### config.mk
export PLATFORM = sky130hd
export DESIGN_NAME = char_rom_arbiter
export DESIGN_NICKNAME = d
export VERILOG_FILES = /design/src/rtl/char_rom_arbiter.sv
export SDC_FILE = /design/constraint.sdc
export NUM_CORES = 1
export LEC_CHECK = 0
export BUFFER_PORTS_ARGS = -buffer_cell sky130_fd_sc_hd__buf_2
export CAP_MARGIN = 10
export CORE_MARGIN = 1.5
export CORE_UTILIZATION = 39
export CTS_CLUSTER_SIZE = 20
export DETAILED_ROUTE_END_ITERATION = 6
export GPL_TIMING_DRIVEN = 0
export MAX_ROUTING_LAYER = met4
export PLACE_DENSITY = 0.84
export SYNTH_ARGS = -nofsm -noshare
export SYNTH_HDL_FRONTEND = slang
export SYNTH_SLANG_ARGS = --single-unit
### constraint.sdc
create_clock -name i_clk -period 0.97 [get_ports i_clk]
set_clock_uncertainty 0.05 [all_clocks]
set_input_delay 0.194 -clock i_clk [delete_from_list [all_inputs] [get_ports i_clk]]
set_output_delay 0.194 -clock i_clk [all_outputs]
set_load 0.02 [all_outputs]
### src/rtl/char_rom_arbiter.sv
// Shares one registered character ROM between N_REQ text-layer requesters with a 3-stage valid/id pipeline.
// Build option CHAR_ARB_RR_EN: round-robin arbitration; undefined selects fixed priority (lowest index wins).
module char_rom_arbiter #(
  parameter int N_REQ  = 2,
  parameter int ADDR_W = 8,
  parameter int CODE_W = 7
) (
  input  logic                      i_clk,
  input  logic                      i_rst,
  input  logic [N_REQ-1:0]          i_req,
  input  logic [N_REQ*ADDR_W-1:0]   i_req_addr,
  output logic [N_REQ-1:0]          o_gnt,
  output logic [ADDR_W-1:0]         o_rom_char_xy,
  input  logic [CODE_W-1:0]         i_rom_char_code,
  output logic [N_REQ-1:0]          o_rsp_valid,
  output logic [CODE_W-1:0]         o_rsp_char_code
);

  localparam int ID_W = (N_REQ > 1) ? $clog2(N_REQ) : 1;

  logic              w_found;
  logic [ID_W-1:0]   w_win;
  logic [ADDR_W-1:0] w_addr;
  logic [N_REQ-1:0]  w_gnt;
  logic [N_REQ-1:0]  w_s2_onehot;

  logic              r_s1_valid;
  logic [ID_W-1:0]   r_s1_id;
  logic              r_s2_valid;
  logic [ID_W-1:0]   r_s2_id;

`ifdef CHAR_ARB_RR_EN
  logic [ID_W-1:0]   r_last_id;

  // Search starts just after the previous winner; the wrap is done by subtraction.
  always_comb begin
    int idx;
    idx     = 0;
    w_found = 1'b0;
    w_win   = '0;
    for (int k = 1; k <= N_REQ; k++) begin
      idx = int'(r_last_id) + k;
      if (idx >= N_REQ) idx = idx - N_REQ;
      if (!w_found && i_req[idx]) begin
        w_found = 1'b1;
        w_win   = ID_W'(idx);
      end
    end
  end
`else
  always_comb begin
    w_found = 1'b0;
    w_win   = '0;
    for (int i = N_REQ - 1; i >= 0; i--) begin
      if (i_req[i]) begin
        w_found = 1'b1;
        w_win   = ID_W'(i);
      end
    end
  end
`endif

  always_comb begin
    w_gnt  = '0;
    w_addr = i_req_addr[w_win*ADDR_W +: ADDR_W];
    if (w_found) w_gnt[w_win] = 1'b1;
  end

  always_comb begin
    w_s2_onehot = '0;
    if (r_s2_valid) w_s2_onehot[r_s2_id] = 1'b1;
  end

  always_ff @(posedge i_clk or posedge i_rst) begin
    if (i_rst) begin
      o_gnt           <= '0;
      o_rom_char_xy   <= '0;
      r_s1_valid      <= 1'b0;
      r_s1_id         <= '0;
      r_s2_valid      <= 1'b0;
      r_s2_id         <= '0;
      o_rsp_valid     <= '0;
      o_rsp_char_code <= '0;
`ifdef CHAR_ARB_RR_EN
      r_last_id       <= ID_W'(N_REQ - 1);
`endif
    end else begin
      o_gnt      <= w_gnt;
      r_s1_valid <= w_found;
      r_s1_id    <= w_win;
      if (w_found) begin
        o_rom_char_xy <= w_addr;
`ifdef CHAR_ARB_RR_EN
        r_last_id     <= w_win;
`endif
      end
      r_s2_valid  <= r_s1_valid;
      r_s2_id     <= r_s1_id;
      o_rsp_valid <= w_s2_onehot;
      // The code only moves on real lookups, so idle gaps keep the last returned value.
      if (r_s2_valid) o_rsp_char_code <= i_rom_char_code;
    end
  end

endmodule

==> results of run 1 <==
## stage by stage
step | setup WS (ps) | instances | utilization | hold WS, ps
CTS | -139 | 145 | 0.616 | 3.10
global placement | 4.46 | 135 | 0.524 | 283
floorplan | 22.9 | 64 | - | 133
detailed placement | -15.7 | 135 | 0.524 | 286
global route | -183 | 147 | 0.623 | 27.7
finish | -131 | 147 | 0.623 | -23.4
## layer usage
| metal | vias up | GRT usage |
|---|---|---|
| met5 | - | - |
| met4 | 0 | 0.0541 |
| met3 | 0 | 0.0292 |
| met2 | 42 | 0.286 |
| met1 | 313 | 0.195 |
| li1 | 320 | - |
## Yosys cell counts
cell type / number
dfrtp_1: 22
mux2i_1: 8
nand2_1: 8
mux2_4: 7
o21ai_1: 6
buf_6: 4
nor2b_1: 2
o21ai_2: 2
and2_1: 1
buf_4: 1
clkbuf_1: 1
inv_1: 1
or2_2: 1
## state kept, by name, indices dropped and copies added, names as in the netlist
name / flops
o_gnt: 2
o_rom_char_xy: 8
o_rsp_char_code: 7
o_rsp_valid: 2
r_s1_valid: 1
r_s2_id: 1
r_s2_valid: 1
## cell families after synthesis
| family | Yosys count |
|---|---|
| multiplexers | 15 |
| AND/OR/NAND/NOR | 12 |
| buffers and inverters | 7 |
| flip-flops | 22 |
| AO/OA/AOI/OAI | 8 |
## layout make-up
type / count / area [sq um]
sequential: 22 / 551
inverter: 1 / 3.75
clock buffer: 4 / 36.3
fill: 168 / 827
multi-input combinational: 35 / 288
buffer: 5 / 48.8
timing repair buffer: 52 / 402
tap: 28 / 35.0
## path summary, 6_finish.rpt
kind | startpoint | endpoint | slack (ps)
max | o_rom_char_xy[1] | o_rom_char_xy[1] | -130
min | i_rst | o_rsp_char_code[5] | -20
max reg2reg | r_s2_valid | o_rsp_char_code[0] | -40
min reg2reg | r_s1_valid | r_s2_valid | 310
max in group asynchronous | i_rst | o_gnt[1] | 400
min in group i_clk | i_req_addr[1] | o_rom_char_xy[1] | 50
## timing repair
action                                  in CTS  in global routing
resized for setup                           38                  0
endpoints found under the setup margin      26                 26
setup buffers                                7                  3
## where the power goes
group	total [mW]	internal [mW]	switching, mW
clock network	0.480	0.228	0.251
logic	0.493	0.280	0.213
registers	1.04	0.988	0.0494
==> run metrics, run 1 <==
fin area=1360 sq um; DRC errors left=0; slowest stage cell, crit path=dfrtp_1; WL met2=between 900 and 1000 um; cell depth of the worst setup path=1; Pwr Total=between 2 and 2.5 mW; Avg WL per Cell=approximately 13 um; CTS tree=done; Tcrit/Tclk final=1.14; status=finished, violations left; R2R cell count=2; Worst path top cell family by delay=flip-flops; Die Wd=51.0 um; Die Height=~50 um; Max Cap Viol=0; post-route antenna net violation count=0; Critical Path Start Type=flop; Synthesized Nets=91; CP Capture Type=output port; CORE AREA=between 2000 and 2500 sq um; xor and xnor fraction of the mapped netlist area=0; TritonRoute pass-1 iters=4; CP max stage delay=around 420 ps; Area contributors post-synth=dfrtp_1 (61%), mux2_4 (12%), mux2i_1 (8.9%); maximum clock path buffer count=2; Final min period=between 1000 and 1500 ps; largest family of logic cells by synthesized area=multiplexers; setup TNS=-2240 ps; initial drt markers=5; count of pins over their slew limit=0; mux contribution to synthesized area=0.206; Final setup viols=26; gr usage total=0.165; Synth Area in Compound Gates=0.0529; H-tree depth=1; starting density of the core=0.410; IO Pins=46; cts hold-fix bufs=0; path category of the worst min-delay check=input port to async pin; cells after synthesis=64; Leak=a little over 0.7 nW; clk sinks=22; Worst Path Buf+Inv=1; synth-to-layout area growth=51.8%; Hold Vio Cnt, Final=22; #FFs+latches synth=22; final net count=~150; CP Cell Sequence=buf_6; headroom to the max-slew limit=0.470; Pwr Density=1470 nW/um^2; M1 wire length=around 770 um; worst skew pair latency=290 ps; warnings from Yosys=0; Netlist cell types=13; area leader, netlist=dfrtp_1; antenna violations before repair=0; fin worst setup slack=-131 ps; most common cell after layout, fill and taps aside=buf_2; maximum vdd ir drop=~0.83 mV; final antenna diode count=0; Clock Tree Root=clkbuf_4; cell row count=17; most frequent cells in the layout=buf_2 (24), buf_6 (23), dfrtp_1 (22); crit path kind=flop to output port; IO buf count=43; CP required=730 ps; post-detail-place hpwl=about 1200 um; failing checks=hold timing, setup timing; Critical Path Fanout Max=2; sequential area share after synthesis=0.613; routed vias=between 600 and 700; RSZ-0062 raised after global routing=yes; Worst EP arrival=860 ps; worst-margin pin slew=about 790 ps; post-placement cell area=around 1100 sq um; Avg Inst Size Synth=between 10 and 15 sq um; share of cells above drive strength 1=0.588; Max Used Layer=met3; global-route wire length before repair=a little over 3000 um; highest clock rate=roughly 910 MHz; vias per cell=~4.6; Routed met3 length=between 150 and 200 um; top cell type's share of synthesized area=0.613; synthesized cell area=around 900 sq um; Synth Area in Adders=0; Clock transition at path regs=120 ps; Total Wirelength=1880 um; Hold Worst Slack=-23.4 ps; largest net degree at the start of global routing=23; GPL Wtd Cong=between 0.6 and 0.7; number of global-route vias before repair=700; Simple-Gate Fraction of Synth Area=0.0613; total CTS buffers=3; GRT overflow=0; die area=around 2600 sq um
(Power assumes the default switching activity.)
==> run 2: changes to the inputs <==
--- a/config.mk
+++ b/config.mk
@@ -8,12 +8,15 @@
 export BUFFER_PORTS_ARGS = -buffer_cell sky130_fd_sc_hd__buf_2
 export CAP_MARGIN = 10
 export CORE_MARGIN = 1.5
-export CORE_UTILIZATION = 39
+export CORE_UTILIZATION = 41
+export CTS_BUF_LIST = sky130_fd_sc_hd__clkbuf_8
 export CTS_CLUSTER_SIZE = 20
 export DETAILED_ROUTE_END_ITERATION = 6
 export GPL_TIMING_DRIVEN = 0
+export HOLD_SLACK_MARGIN = 0.02
 export MAX_ROUTING_LAYER = met4
-export PLACE_DENSITY = 0.84
+export PLACE_DENSITY = 0.87
 export SYNTH_ARGS = -nofsm -noshare
 export SYNTH_HDL_FRONTEND = slang
 export SYNTH_SLANG_ARGS = --single-unit
+export TNS_END_PERCENT = 100
==> run metrics, run 2 (synthesis gave the netlist of run 1 again) <==
status=finished, violations left; failing checks=setup timing; Final min period=between 1000 and 1500 ps; Clock Tree Root=clkbuf_8; path category of the worst min-delay check=input port to async pin; number of global-route vias before repair=696; CP required=approximately 730 ps; GRT overflow=0; IO Pins=46; R2R cell count=2; post-placement cell area=about 1100 sq um; Hold Vio Cnt, Final=0; Clock transition at path regs=roughly 80 ps; Worst path top cell family by delay=flip-flops; Critical Path Start Type=flop; maximum vdd ir drop=~1.0 mV; worst skew pair latency=~250 ps; Max Cap Viol=0; highest clock rate=~950 MHz; clk sinks=22; Hold Worst Slack=between 20 and 30 ps; CP max stage delay=around 410 ps; Largest register FFs=8; antenna violations before repair=0; Critical Path Fanout Max=2; DRC errors left=0; TritonRoute pass-1 iters=4; final net count=around 150; global-route wire length before repair=approximately 3000 um; H-tree depth=1; largest net degree at the start of global routing=23; die area=between 2000 and 2500 sq um; slowest stage cell, crit path=dfrtp_1; crit path kind=flop to output port; CTS tree=done; starting density of the core=0.444; most common cell after layout, fill and taps aside=buf_2; R2R setup slack=-10 ps; Leak=~0.7 nW; Pwr Density=between 1500 and 2000 nW/um^2; worst-margin pin slew=~800 ps; fin area=between 1000 and 1500 sq um; gr usage total=0.166; final antenna diode count=0; fin worst setup slack=-81.4 ps; initial drt markers=4; Worst Path Buf+Inv=1; CORE AREA=between 2000 and 2500 sq um; Die Height=approximately 50 um; Worst EP arrival=810 ps; vias per cell=4.59; count of pins over their slew limit=0; share of cells above drive strength 1=0.581; CP Cell Sequence=buf_6; Tcrit/Tclk final=1.08; headroom to the max-slew limit=0.466; leading registers by flop count=o_rom_char_xy: 8 flops, o_rsp_char_code: 7 flops; post-detail-place hpwl=between 1000 and 1500 um; total CTS buffers=3; RSZ-0062 raised after global routing=yes; CP Capture Type=output port; cell row count=16; dpl ws=-8.44 ps; IO buf count=43; maximum clock path buffer count=2; Post-Place Cells=134; Critical R2R Launch=r_s2_valid; synth-to-layout area growth=53.9%; routed vias=approximately 660; post-route antenna net violation count=0; Final setup viols=26; GPL Wtd Cong=about 0.68; most frequent cells in the layout=buf_2 (24), buf_6 (23), dfrtp_1 (22); Die Wd=49.8 um; Total Wirelength=1850 um; Biggest register=o_rom_char_xy; Avg WL per Cell=roughly 13 um; reg-to-reg endpoint=o_rsp_char_code[0]; non-filler instance count after layout=144
==> run 2: layout make-up <==
type | instances | area (sq um)
fillers | 151 | 639
repair buffers | 50 | 387
clock buffers | 3 | 41.3
inverters | 1 | 3.75
multi-input cells | 35 | 288
well taps | 27 | 33.8
clock inverters | 1 | 30.0
plain buffers | 5 | 48.8
flip-flops and latches | 22 | 551
==> run 2: how the worst max path moves through the flow <==
stage / startpoint / endpoint / slack, ps / cells past startpoint
after floorplan: r_s2_valid / o_rsp_char_code[0] / 20 / 2
after global placement: r_s2_valid / o_rsp_char_code[5] / 6 / 2
final: o_rsp_char_code[5] / o_rsp_char_code[5] / -80 / 1
after CTS: o_rom_char_xy[2] / o_rom_char_xy[2] / -80 / 1
after global routing: o_rom_char_xy[4] / o_rom_char_xy[4] / -100 / 1
after detailed placement: i_rst / o_rom_char_xy[6] / -8 / 2
==> run 2: power breakdown <==
group,switching (mW),leakage [nW],internal (mW)
sequential,0.0502,0.261,0.988
clock,0.279,0.0357,0.550
combinational,0.211,0.424,0.271
==> run 2: per-layer routing <==
metal	wire length [um]	track usage
met3	121	0.0424
met2	1020	0.296
met4	0	0.0370
met5	0	-
met1	711	0.186
==> run 2: what timing repair did <==
action	in CTS	in global routing
hold buffers	0	0
gates resized for setup	38	0
buffers inserted	5	2
setup endpoints to repair	26	26
==> run 2: metrics by stage <==
| step | TNS, ps | power, mW | utilization |
|---|---|---|---|
| 2_1_floorplan | 0 | 1.27 | - |
| 3_3_place_gp | 0 | 1.40 | 0.567 |
| 3_5_place_dp | -197 | 1.41 | 0.567 |
| 4_1_cts | -1270 | 2.35 | 0.676 |
| 5_1_grt | -1870 | 2.45 | 0.684 |
| 6_report | -1180 | 2.35 | 0.684 |
